$ cat config.mk
export PLATFORM = sky130hd
export DESIGN_NAME = hand_dealer
export DESIGN_NICKNAME = d
export VERILOG_FILES = /design/src/rtl/baccarat_pkg.sv /design/src/rtl/shoe_counter.sv /design/src/rtl/hand_dealer.sv
export SDC_FILE = /design/constraint.sdc
export NUM_CORES = 1
export LEC_CHECK = 0
export ABC_AREA = 1
export CAP_MARGIN = 20
export CORE_ASPECT_RATIO = 1.2
export CORE_MARGIN = 2
export CORE_UTILIZATION = 25
export CTS_CLUSTER_DIAMETER = 30
export DETAILED_ROUTE_END_ITERATION = 16
export PLACE_DENSITY = 0.51
export SKIP_LAST_GASP = 1
export SYNTH_ARGS = -nofsm -noshare
export SYNTH_HDL_FRONTEND = slang
export SYNTH_SLANG_ARGS = --single-unit
$ cat constraint.sdc
create_clock -name clock -period 2.15 [get_ports clock]
set_clock_uncertainty 0.05 [all_clocks]
set_input_delay 0.215 -clock clock [delete_from_list [all_inputs] [get_ports clock]]
set_output_delay 0.215 -clock clock [all_outputs]
set_load 0.03 [all_outputs]
$ cat src/rtl/baccarat_pkg.sv
// Shared card types, state encoding and point-value helper for the Baccarat display path.
package baccarat_pkg;

   typedef logic [3:0] card_t;

   localparam card_t CARD_EMPTY = 4'd0;
   localparam card_t CARD_KING  = 4'd13;

   typedef enum logic [1:0] {
      IDLE  = 2'd0,
      LOAD  = 2'd1,
      SCORE = 2'd2
   } deal_state_t;

   // Ten and the court cards count zero; an empty slot also counts zero.
   function automatic card_t card_points(card_t c);
      return (c <= 4'd9) ? c : 4'd0;
   endfunction

endpackage

$ cat src/rtl/shoe_counter.sv
// Free-running shoe: cycles card codes 1..CARD_MAX, stepping once every ADV_DIV clocks.
module shoe_counter
   import baccarat_pkg::*;
#(
   parameter int CARD_MAX = 13,
   parameter int ADV_DIV  = 1
) (
   input  logic       clk_i,
   input  logic       rst_ni,
   output logic [3:0] next_card_o
);

   logic [3:0] div_q, div_d;
   card_t      card_q, card_d;

   always_comb begin
      div_d  = div_q + 4'd1;
      card_d = card_q;
      if (div_q >= 4'(ADV_DIV - 1)) begin
         div_d  = 4'd0;
         card_d = (card_q >= card_t'(CARD_MAX)) ? 4'd1 : card_q + 4'd1;
      end
   end

   always_ff @(posedge clk_i or negedge rst_ni) begin
      if (!rst_ni) begin
         div_q  <= 4'd0;
         card_q <= 4'd1;
      end else begin
         div_q  <= div_d;
         card_q <= card_d;
      end
   end

   assign next_card_o = card_q;

endmodule

$ cat src/rtl/hand_dealer.sv
// Deals one Baccarat hand of up to three cards from the shoe and keeps the running score.
// Optional macro HAND_DEALER_NATURAL_EN: flag a natural 8/9 on two cards and freeze the hand.
module hand_dealer
   import baccarat_pkg::*;
#(
   parameter int CARD_MAX = 13,
   parameter int ADV_DIV  = 1
) (
   input  logic       clock,
   input  logic       resetb,
   input  logic       deal_req,
   input  logic       clear_hand,
   output logic [3:0] next_card,
   output logic [3:0] card1,
   output logic [3:0] card2,
   output logic [3:0] card3,
   output logic [1:0] ncards,
   output logic [3:0] score,
   output logic       deal_ack,
   output logic       busy,
   output logic       hand_full,
   output logic       natural
);

   deal_state_t state_q;
   card_t       card1_q, card2_q, card3_q;
   card_t       pts_q;
   logic [1:0]  ncards_q;
   logic [3:0]  score_q;
   logic        ack_q;
   logic        nat_q;
   logic        blocked;
   logic [4:0]  sum_w;
   logic [3:0]  score_new;

   shoe_counter #(
      .CARD_MAX(CARD_MAX),
      .ADV_DIV (ADV_DIV)
   ) u_shoe (
      .clk_i      (clock),
      .rst_ni     (resetb),
      .next_card_o(next_card)
   );

   assign sum_w     = {1'b0, score_q} + {1'b0, pts_q};
   assign score_new = (sum_w >= 5'd10) ? 4'(sum_w - 5'd10) : sum_w[3:0];
   assign hand_full = (ncards_q == 2'd3);

`ifdef HAND_DEALER_NATURAL_EN
   assign blocked = hand_full | nat_q;
`else
   assign blocked = hand_full;
`endif

   // Outputs are registered, so each state's visible effect is written on the edge
   // entering it: the card lands as LOAD begins, score and ack as SCORE begins.
   always_ff @(posedge clock or negedge resetb) begin
      if (!resetb) begin
         state_q  <= IDLE;
         card1_q  <= CARD_EMPTY;
         card2_q  <= CARD_EMPTY;
         card3_q  <= CARD_EMPTY;
         pts_q    <= 4'd0;
         ncards_q <= 2'd0;
         score_q  <= 4'd0;
         ack_q    <= 1'b0;
         nat_q    <= 1'b0;
      end else begin
         ack_q <= 1'b0;
         if (clear_hand) begin
            state_q  <= IDLE;
            card1_q  <= CARD_EMPTY;
            card2_q  <= CARD_EMPTY;
            card3_q  <= CARD_EMPTY;
            ncards_q <= 2'd0;
            score_q  <= 4'd0;
            nat_q    <= 1'b0;
         end else begin
            case (state_q)
               IDLE: begin
                  if (deal_req && !blocked) begin
                     case (ncards_q)
                        2'd0:    card1_q <= next_card;
                        2'd1:    card2_q <= next_card;
                        default: card3_q <= next_card;
                     endcase
                     pts_q    <= card_points(next_card);
                     ncards_q <= ncards_q + 2'd1;
                     state_q  <= LOAD;
                  end
               end
               LOAD: begin
                  score_q <= score_new;
                  ack_q   <= 1'b1;
`ifdef HAND_DEALER_NATURAL_EN
                  if (ncards_q == 2'd2 && score_new >= 4'd8)
                     nat_q <= 1'b1;
`endif
                  state_q <= SCORE;
               end
               SCORE:   state_q <= IDLE;
               default: state_q <= IDLE;
            endcase
         end
      end
   end

   assign card1    = card1_q;
   assign card2    = card2_q;
   assign card3    = card3_q;
   assign ncards   = ncards_q;
   assign score    = score_q;
   assign deal_ack = ack_q;
   assign busy     = (state_q != IDLE);
`ifdef HAND_DEALER_NATURAL_EN
   assign natural  = nat_q;
`else
   assign natural  = 1'b0;
`endif

endmodule

==> results.toml <==
[worst_setup_path]
critPathLaunchType = "flip-flop"
critPathMaxStageDelay_ps = 400
crit_fanout = 3
crit_top_cell = "nand2_1"
slowest_stage = "dfrtp_1"
cp-end-kind = "flip-flop"
crit_chain = "ha_2 -> fa_2 -> inv_1 -> nand2_1 -> and2_1 -> ha_2 -> nand2_1 -> nand3_2 -> nand2_2 -> nand2_1 -> nand3_1 -> nand2_1"
worstSetupPathType = "reg2reg"
crit_arrival_ps = 2070
cp_data_required_time_ps = 2280

[routing]
routed_wirelength_mm = 3.213
wl_per_cell_um = 11.35
detail_route.iter0.violations = 49
routed-wl-met2_mm = 1.597
wl_met1_mm = 1.459
firstDrtPassIters = 4
drc = 0
viasPerCell = 4.078
top_layer = "met4"
vias = 1154
wl_met3_um = 122
final_antenna_net_count = 0

[final_layout]
area_delta_synth_final_pct = 32.73
multi_input_area_sq_um = 708.2
regArea_sq_um = 726.9
finalInstanceArea_sq_um = 2019
instances_no_fill = 283
layout_commonest_cell = "nand2_1"
fillers = 642
antenna_cells = 0
nets = 216
final_cell_mix = "nand2_1 (37), dfrtp_1 (28), clkdlybuf4s50_1 (28)"
drive_gt1_share_pct = 17.91

[sta]
period_minus_slack_ps = 1939
slew_viol_final = 0
setup_viol = 0
setup_tns_ps = 0
holdWs_ps = 268.8
final_hold_viol_count = 0
finalWorstSetupSlack_ps = 211.4
finalCritPeriodShare_pct = 90.17
rsz0062_at_grt = "no"
fmax_mhz = 515.8

[flow_run]
drv_cap = 0

[die]
die_area_sq_um = 6728
die_w_um = 75.22
rows = 31
pin_count = 30
die-height_um = 89.46
initial_utilization_pct = 25.47
core-area_sq_um = 5973

[place]
dpl_worst_slack_ps = 50.13
placedInstanceArea_sq_um = 1907
place_congestion = 0.8356
hpwl_mm = 2.462
dp.cells = 273
portBuffers = 28

[global_route]
grtUsageTotal_pct = 11.10
grt_antenna_before_repair = 0
grt_pass1_wl_mm = 5.589
overflow = 0
first_global_vias = 1182
grt_start_max_net_pins = 30

[cts]
cts_max_level = 2
cts_buffers = 5
cts_root_buf = "clkbuf_8"
clk-insertion-delay-late_ps = 280
clk_pin_slew_worst_paths_ps = 70
numClockSinks = 29
cts_tree = "yes"
cts_max_path_buffers = 2

[logic_synthesis]
syn_avg_cell_area_sq_um = 9.334
netlist.area_leader.share_pct = 46.05
syn_inst = 163
seq_area_frac_synth_pct = 47.78
synth_top_cell_by_area = "dfrtp_1"
synthDistinctLibCells = 31
synthArstFlopShare_pct = 100.0
synth_warnings = 0
synth_area_sq_um = 1521
yosys-top-cells-area = "dfrtp_1 (46%), nand2_1 (9.4%), ha_1 (9.0%)"
synth_edf_count = 0
synth_ff_type = "dfrtp_1"
syn-num-nets = 179
yosys_register_bits = 29

[power_and_ir_drop]
internal_power_w = 0.0009511
clockPowerShare_pct = 30.8
p_leak_nw = 0.9813
comb_power_share_pct = 25.1
pwr-share-seq_pct = 44.0
p_per_area_nw_per_um2 = 690.1
p_sw_share_pct = 31.75
p_switching_w = 0.0004424
ir_drop_uv = 240.9

[run_status]
status = "completed"

[worst_hold_path]
hp-class = "in2async"
==> worst max-delay path, delay by kind of cell, from the launching register on <==
kind | cells | cell delay [ps]
buffers and inverters | 1 | 80
adders and majority gates | 3 | 720
DFF | 1 | 400
and+or+nand+nor | 8 | 610
==> metrics by stage <==
stage          util, %  total power, W
6_report         33.81        0.001394
3_5_place_dp     31.92       0.0009639
2_1_floorplan        -       0.0008514
4_1_cts          33.31        0.001400
5_1_grt          33.81        0.001489
3_3_place_gp     31.92       0.0009618
==> cell families (layout without fill, tap and decap cells) <==
family          Yosys count  after routing  share of synthesized area [%]
mux                       3              3                          2.960
flops                    29             29                          47.78
simple gates             71             71                          22.45
xor+xnor                  1              1                         0.5758
fa+ha+maj                12             12                          10.36
buf+inv                  25             63                          6.661
other cells               1              1                         0.2465
compound gates           21             21                          8.964
==> Yosys cell counts, drive strengths merged, types with 2 or more instances <==
cell,instances
buf,2
a22o,2
nor2,13
mux2,3
nand3,12
nand2,41
o21ai,12
a21oi,3
dfrtp,28
nor3,3
a32o,2
ha,11
inv,23
==> state kept, by name, summed over array words and instances, names as in the netlist <==
signal and flops:
state_q 2, pts_q 4, deal_ack 1, card3 4
card1 4, score 4, u_shoe.next_card_o 4, card2 4
ncards 2
==> metal layers <==
layer / GRT usage [%] / up-vias
met2: 17.15 / 18
met5: 0 / -
met3: 3.833 / 4
met1: 14.32 / 535
li1: - / 597
met4: 4.147 / 0
==> layout make-up <==
class | instances | share of cell area [%]
repair buffers | 32 | 15.37
flip-flops and latches | 29 | 36.00
clock buffers | 6 | 3.594
inverters | 23 | 4.399
multi-input cells | 109 | 35.07
clock inverters | 2 | 0.4957
well taps | 82 | 5.081
==> repair_timing <==
action,CTS,global route
endpoints found under the setup margin,0,2
resized for setup,0,5
buffers inserted,0,2
hold buffers,0,0
==> final timing paths <==
| path | slack (ps) | startpoint | cells after the start | to |
|---|---|---|---|---|
| max | 210 | score[0] | 12 | score[2] |
| min | 270 | resetb | 2 | pts_q[0] |
| max reg2reg | 210 | score[0] | 12 | score[2] |
| min reg2reg | 430 | card3[3] | 2 | card3[3] |
| max in group asynchronous | 1470 | resetb | 2 | u_shoe.next_card_o[0] |
| min in group clock | 430 | card3[3] | 2 | card3[3] |
==> power groups by stage <==
stage / combinational, W / clock (W) / sequential (W)
2_1_floorplan: 0.000186 / 0 / 0.000665
3_3_place_gp: 0.000339 / 0 / 0.000623
3_5_place_dp: 0.000340 / 0 / 0.000624
4_1_cts: 0.000342 / 0.000444 / 0.000614
5_1_grt: 0.000395 / 0.000474 / 0.000620
6_report: 0.000350 / 0.000430 / 0.000613
(Power assumes the default switching activity.)
